[src/rtl/load_store_unit_pkg.sv]
// lsu_pkg: size encodings, FSM states and lane helpers shared by the load/store unit.
package lsu_pkg;
    localparam logic [1:0] SZ_B = 2'b00, SZ_H = 2'b01, SZ_W = 2'b10, SZ_D = 2'b11;
    typedef enum logic [2:0] {IDLE, ISSUE, WAIT, WB, ERR} state_t;
    function automatic logic [1:0] eff_size(input logic [1:0] size, input int xlen);
        return (size == SZ_D && xlen == 32) ? SZ_W : size;
    endfunction
    function automatic logic [2:0] align_mask(input logic [1:0] size);
        return 3'((4'd1 << size) - 4'd1);
    endfunction
    // One bit per byte of the access, shifted up to the starting lane.
    function automatic logic [7:0] byte_en(input logic [1:0] size, input logic [2:0] off);
        logic [15:0] m;
        m = 16'((9'd1 << (4'd1 << size)) - 9'd1) << off;
        return m[7:0];
    endfunction
endpackage

[src/rtl/load_store_unit_aligner.sv]
// load_aligner: shifts the addressed lane down and sign/zero-extends it to XLEN.
module load_aligner
    import lsu_pkg::*;
#(
    parameter int XLEN = 32
) (
    input  logic [XLEN-1:0]              rdata,
    input  logic [$clog2(XLEN/8)-1:0]    offset,
    input  logic [1:0]                   size,
    input  logic                         is_unsigned,
    output logic [XLEN-1:0]              result
);
    logic [XLEN-1:0] shifted, mask;
    logic [6:0] nbits;
    logic sign;
    always_comb begin
        shifted = rdata >> {offset, 3'b000};
        nbits = 7'd8 << eff_size(size, XLEN);
        mask = ~({XLEN{1'b1}} << nbits);
        sign = ~is_unsigned & |(shifted & mask & ~(mask >> 1));
        result = sign ? (shifted | ~mask) : (shifted & mask);
    end
endmodule

[src/rtl/load_store_unit.sv]
// load_store_unit: one-at-a-time load/store FSM with valid/ready memory port.
// Define MISALIGN_TRAP_EN to trap misaligned accesses instead of aligning them down.
module load_store_unit
    import lsu_pkg::*;
#(
    parameter int XLEN   = 32,
    parameter int ADDR_W = 32,
    parameter int IMM_W  = 16,
    parameter int REG_AW = 5
) (
    input  logic                clk,
    input  logic                reset,
    input  logic                req_valid,
    output logic                req_ready,
    input  logic                req_store,
    input  logic [1:0]          req_size,
    input  logic                req_unsigned,
    input  logic [XLEN-1:0]     req_base,
    input  logic [IMM_W-1:0]    req_imm,
    input  logic [REG_AW-1:0]   req_rd,
    input  logic [XLEN-1:0]     req_wdata,
    output logic                mem_req_valid,
    input  logic                mem_req_ready,
    output logic                mem_we,
    output logic [ADDR_W-1:0]   mem_addr,
    output logic [XLEN/8-1:0]   mem_be,
    output logic [XLEN-1:0]     mem_wdata,
    input  logic                mem_rsp_valid,
    input  logic [XLEN-1:0]     mem_rdata,
    output logic                wb_valid,
    output logic [REG_AW-1:0]   wb_rd,
    output logic [XLEN-1:0]     wb_data,
    output logic                st_done,
    output logic                err
);
    localparam int LB = $clog2(XLEN/8);
    state_t state;
    logic [1:0] size_q, sz;
    logic uns_q, trap;
    logic [REG_AW-1:0] rd_q;
    logic [LB-1:0] off_q;
    logic [XLEN-1:0] sum, rep, ld_data;
    logic [ADDR_W-1:0] ea_raw, ea;
    logic [7:0] be8;
    always_comb begin
        sz = eff_size(req_size, XLEN);
        sum = req_base + {{(XLEN-IMM_W){req_imm[IMM_W-1]}}, req_imm};
        ea_raw = sum[ADDR_W-1:0];
        rep = '0;
        for (int i = 0; i < XLEN/8; i++) rep[8*i +: 8] = req_wdata[8*(i % (1 << sz)) +: 8];
    end
`ifdef MISALIGN_TRAP_EN
    assign ea = ea_raw;
    assign trap = |(ea_raw[2:0] & align_mask(sz));
`else
    assign ea = ea_raw & ~ADDR_W'(align_mask(sz));
    assign trap = 1'b0;
`endif
    assign be8 = byte_en(sz, 3'(ea[LB-1:0]));
    assign req_ready = state == IDLE && !reset;
    load_aligner #(.XLEN(XLEN)) u_aligner (
        .rdata(mem_rdata), .offset(off_q), .size(size_q), .is_unsigned(uns_q), .result(ld_data)
    );
    always_ff @(posedge clk) begin
        if (reset) begin
            state <= IDLE;
            size_q <= '0;
            uns_q <= 1'b0;
            rd_q <= '0;
            off_q <= '0;
            mem_req_valid <= 1'b0;
            mem_we <= 1'b0;
            mem_addr <= '0;
            mem_be <= '0;
            mem_wdata <= '0;
            wb_valid <= 1'b0;
            wb_rd <= '0;
            wb_data <= '0;
            st_done <= 1'b0;
            err <= 1'b0;
        end else begin
            st_done <= 1'b0;
            wb_valid <= 1'b0;
            err <= 1'b0;
            case (state)
                IDLE: if (req_valid) begin
                    size_q <= sz;
                    uns_q <= req_unsigned;
                    rd_q <= req_rd;
                    off_q <= ea[LB-1:0];
                    mem_we <= req_store;
                    mem_addr <= ea;
                    mem_be <= be8[XLEN/8-1:0];
                    mem_wdata <= rep;
                    mem_req_valid <= !trap;
                    err <= trap;
                    state <= trap ? ERR : ISSUE;
                end
                ISSUE: if (mem_req_ready) begin
                    mem_req_valid <= 1'b0;
                    st_done <= mem_we;
                    state <= mem_we ? IDLE : WAIT;
                end
                WAIT: if (mem_rsp_valid) begin
                    wb_valid <= 1'b1;
                    wb_rd <= rd_q;
                    wb_data <= ld_data;
                    state <= WB;
                end
                default: state <= IDLE;
            endcase
        end
    end
endmodule
[config.mk]
export PLATFORM = sky130hd
export DESIGN_NAME = load_store_unit
export DESIGN_NICKNAME = d
export VERILOG_FILES = /design/src/rtl/load_store_unit_pkg.sv /design/src/rtl/load_store_unit_aligner.sv /design/src/rtl/load_store_unit.sv
export SDC_FILE = /design/constraint.sdc
export NUM_CORES = 1
export LEC_CHECK = 0
export ABC_AREA = 1
export BUFFER_PORTS_ARGS = -buffer_cell sky130_fd_sc_hd__buf_2
export CORE_MARGIN = 5
export CORE_UTILIZATION = 49
export DETAILED_ROUTE_END_ITERATION = 6
export PLACE_DENSITY_LB_ADDON = 0.25
export SYNTH_ARGS = -nofsm -noshare
export SYNTH_HDL_FRONTEND = slang
export SYNTH_SLANG_ARGS = --single-unit
[constraint.sdc]
create_clock -name clk -period 2.1 [get_ports clk]
set_input_delay 0.42 -clock clk [delete_from_list [all_inputs] [get_ports clk]]
set_output_delay 0.42 -clock clk [all_outputs]
set_load 0.005 [all_outputs]
==> flow_summary.ini <==
[layout]
layout.cells.non_filler = 1676
fillers = 1437
design_area_mm2 = 0.00985
drive_gt1_share_pct = 23.7
area_delta_synth_final_pct = 32.2
nets = 1635

[setup_path]
start_kind = input port
r2r_slack_ns = 0.30
critPathMaxFanout = 15
r2r_start = mem_addr[1]
cp-end-kind = flop
cp_data_arrival_time_ns = 2.12
reg2reg_depth = 6
r2r-end = wb_data[11]
path_class = in -> reg
crit_required_ns = 2.41

[floorplan]
fp.dieH_um = 133
coreArea_mm2 = 0.0150
num_io_pins = 237
dieWidth_um = 133
die_area_mm2 = 0.0178
rows = 45
start_util_pct = 49.6

[power_and_ir_drop]
power.density_mw_per_mm2 = 771
power_frac_comb_pct = 25.1
leakage_nw = 5.59
power.switching_w = 0.00236
clkPwrFrac_pct = 41.4
swShare_pct = 31.1
p_int_w = 0.00523
ir_drop_v = 0.000600
seq_power_share_pct = 33.6

[sta]
max_freq_mhz = 552
skew_ns = 0.0149
fin_crit_ns = 1.81
hold_viol_final = 0
tightest_slew_ns = 1.07
setup_viol = 0
finalMaxSlewViolations = 0
max-slew-margin-rel_pct = 28.5
rsz0062_at_grt = false
post-route-period-util_pct = 86.3

[route]
drc = 0
post_drt_via_cell_ratio = 5.20
wl_um = 24800
wl_met3_um = 1920
top_layer_used = met4
wirelength_met1_um = 10600
drtIter0Drc = 606
vias = 8722
met2WireLength_um = 11600
drtAntennaViolNets = 0
drt_pass1_iterations = 5
routedWlPerCell_um = 14.8

[grt]
grt_max_degree = 61
grt_pass1_vias = 8109
grt_pass1_wl_um = 39800
grt_usage_pct = 27.2
grt_remaining_overflow = 0
antenna_found_initial = 1

[clocking]
clockBufferDepth = 2
clk_latency_ns = 0.42
cts_made_buffers = 17
cts_root_buf = clkbuf_16
h-tree-depth = 4
cts_resized = 0
cts.sink_count = 119
ctsHoldBuffers = 0
cts_setup_buffers = 0
path_clk_slew_ns = 0.06
tritoncts = built

[placement]
place_hpwl_um = 19100
post_dp_cell_area_mm2 = 0.00921
gp_congestion = 0.949
port-buffer-count = 235
dp_cells = 1643

[synth]
synth_area_mm2 = 0.00745
synth_seq_cells = 119
ys_warn_count = 0
synth_cell_type_count = 42
syn_area_per_cell_um2 = 6.25
netlist_instances = 1193
seq_area_frac_synth_pct = 32.0

[worst_hold_path]
holdPathStages = 3
worstHoldStart = req_rd[1]
min_path_type = in -> reg
whs_endpoint = rd_q[1]

[run_status]
status = complete, no violations

[job]
cap_viol_max_count = 0
==> cells in the mapped netlist <==
master,count,share of area (%)
o31ai_1,7,0.71
o21ai_0,78,5.2
nor3_1,12,0.81
nand4_1,7,0.59
xnor2_1,6,0.71
clkinv_1,2,0.10
conb_1,2,0.10
nor3b_1,1,0.10
a22oi_1,1,0.10
o21ai_1,1,0.067
buf_4,1,0.10
nand2_2,1,0.084
clkbuf_1,26,1.3
buf_6,2,0.30
ha_1,34,5.7
inv_1,166,8.4
fa_1,1,0.27
nand3_1,63,4.2
xor2_1,6,0.71
o22ai_1,8,0.67
nor3_2,1,0.13
a211oi_1,12,1.2
o21ai_2,1,0.12
nand3_2,1,0.13
a31oi_1,9,0.76
and2_1,5,0.42
o21bai_1,7,0.71
nor2_1,149,7.5
a21oi_1,108,7.3
inv_4,1,0.084
o211ai_1,16,1.6
a21o_1,1,0.10
dfxtp_1,119,32
buf_1,3,0.15
nand2_1,307,15
nor2_4,2,0.30
a221oi_1,1,0.12
nor2_2,2,0.17
nand2_4,1,0.15
inv_2,6,0.30
buf_2,15,1.0
and3_1,1,0.084
==> cell families (layout without fill, tap and decap cells) <==
family	count (synthesis)	in the layout	synth area share [%]
AO/OA/AOI/OAI	250	250	18.7
XOR/XNOR	12	12	1.41
adder cells (fa/ha/maj)	35	35	5.98
buffers and inverters	222	511	11.7
flip-flops	119	119	32.0
other	2	8	0.101
AND/OR/NAND/NOR	553	553	30.2
==> routing by layer <==
metal  vias up  track usage (%)
met1      3914             34.4
met3        55             6.04
met2       356             45.6
met5         -                0
met4         0             9.89
li1       4397                -
==> layout by cell type, fill, tap and decap left out, types with 12 or more instances in the layout <==
cell / netlist / routed
nand2_1: 307 / 307
buf_2: 15 / 235
inv_1: 166 / 166
nor2_1: 149 / 149
dfxtp_1: 119 / 119
a21oi_1: 108 / 108
o21ai_0: 78 / 78
buf_4: 1 / 67
nand3_1: 63 / 63
ha_1: 34 / 34
clkbuf_16: 0 / 17
o211ai_1: 16 / 16
nor3_1: 12 / 12
a211oi_1: 12 / 12
==> per-stage QoR <==
stage | setup TNS, ns | hold slack (ns) | worst slack, ns | util [%] | power, W
2_1_floorplan | 0 | 0.450 | 0.142 | - | 0.00369
3_3_place_gp | -0.353 | 0.451 | -0.0863 | 61.3 | 0.00444
3_5_place_dp | -0.927 | 0.452 | -0.105 | 61.3 | 0.00447
4_1_cts | 0 | 0.227 | 0.310 | 65.5 | 0.00761
5_1_grt | 0 | 0.248 | 0.0961 | 65.5 | 0.00798
6_report | 0 | 0.232 | 0.288 | 65.5 | 0.00759
==> registers in the layout, summed over array words and instances (netlist names) <==
register and flops:
mem_wdata 32, rd_q 5, mem_req_valid 1, size_q 2, st_done 1, uns_q 1
state 2, mem_we 1, wb_valid 1, wb_data 32, mem_addr 32, wb_rd 5
mem_be 4
==> worst max-delay path: stages <==
cell and delay (ns):
buf_2 0.20, ha_1 0.39, nand2_1 0.09, inv_1 0.11
nand2_1 0.11, nor3_1 0.21, buf_4 0.16, nand3_1 0.12
nand4_1 0.12, nand3_1 0.08, nand2_1 0.07, inv_1 0.03
==> how the worst max path moves through the flow <==
stage                startpoint      endpoint  slack, ns
floorplan           req_base[0]  mem_addr[20]       0.14
global placement    req_imm[15]  mem_addr[24]      -0.09
detailed placement  req_imm[15]  mem_addr[24]      -0.11
CTS                 mem_addr[1]   wb_data[12]       0.31
global route        req_imm[15]  mem_addr[24]        0.1
finish              req_imm[15]  mem_addr[24]       0.29
==> layout make-up <==
cell class              count  area [um2]  share of cell area (%)
inverters                 175         659                    6.69
multi-input cells         857        4220                    42.8
clock buffers              18         439                    4.46
well taps                 188         235                    2.39
diodes                      1        2.50                  0.0254
flip-flops and latches    119        2380                    24.2
repair buffers            304        1720                    17.5
clock inverters            14         196                    1.99
==> power groups by stage <==
| stage | Combinational, W | Clock, W | Sequential, W |
|---|---|---|---|
| final | 0.00190 | 0.00314 | 0.00255 |
| after global routing | 0.00214 | 0.00328 | 0.00257 |
| after CTS | 0.00190 | 0.00317 | 0.00255 |
| after detailed placement | 0.00188 | 0 | 0.00259 |
| after global placement | 0.00185 | 0 | 0.00259 |
| after floorplan | 0.00110 | 0 | 0.00259 |
Power figures use the tool's default switching activity.
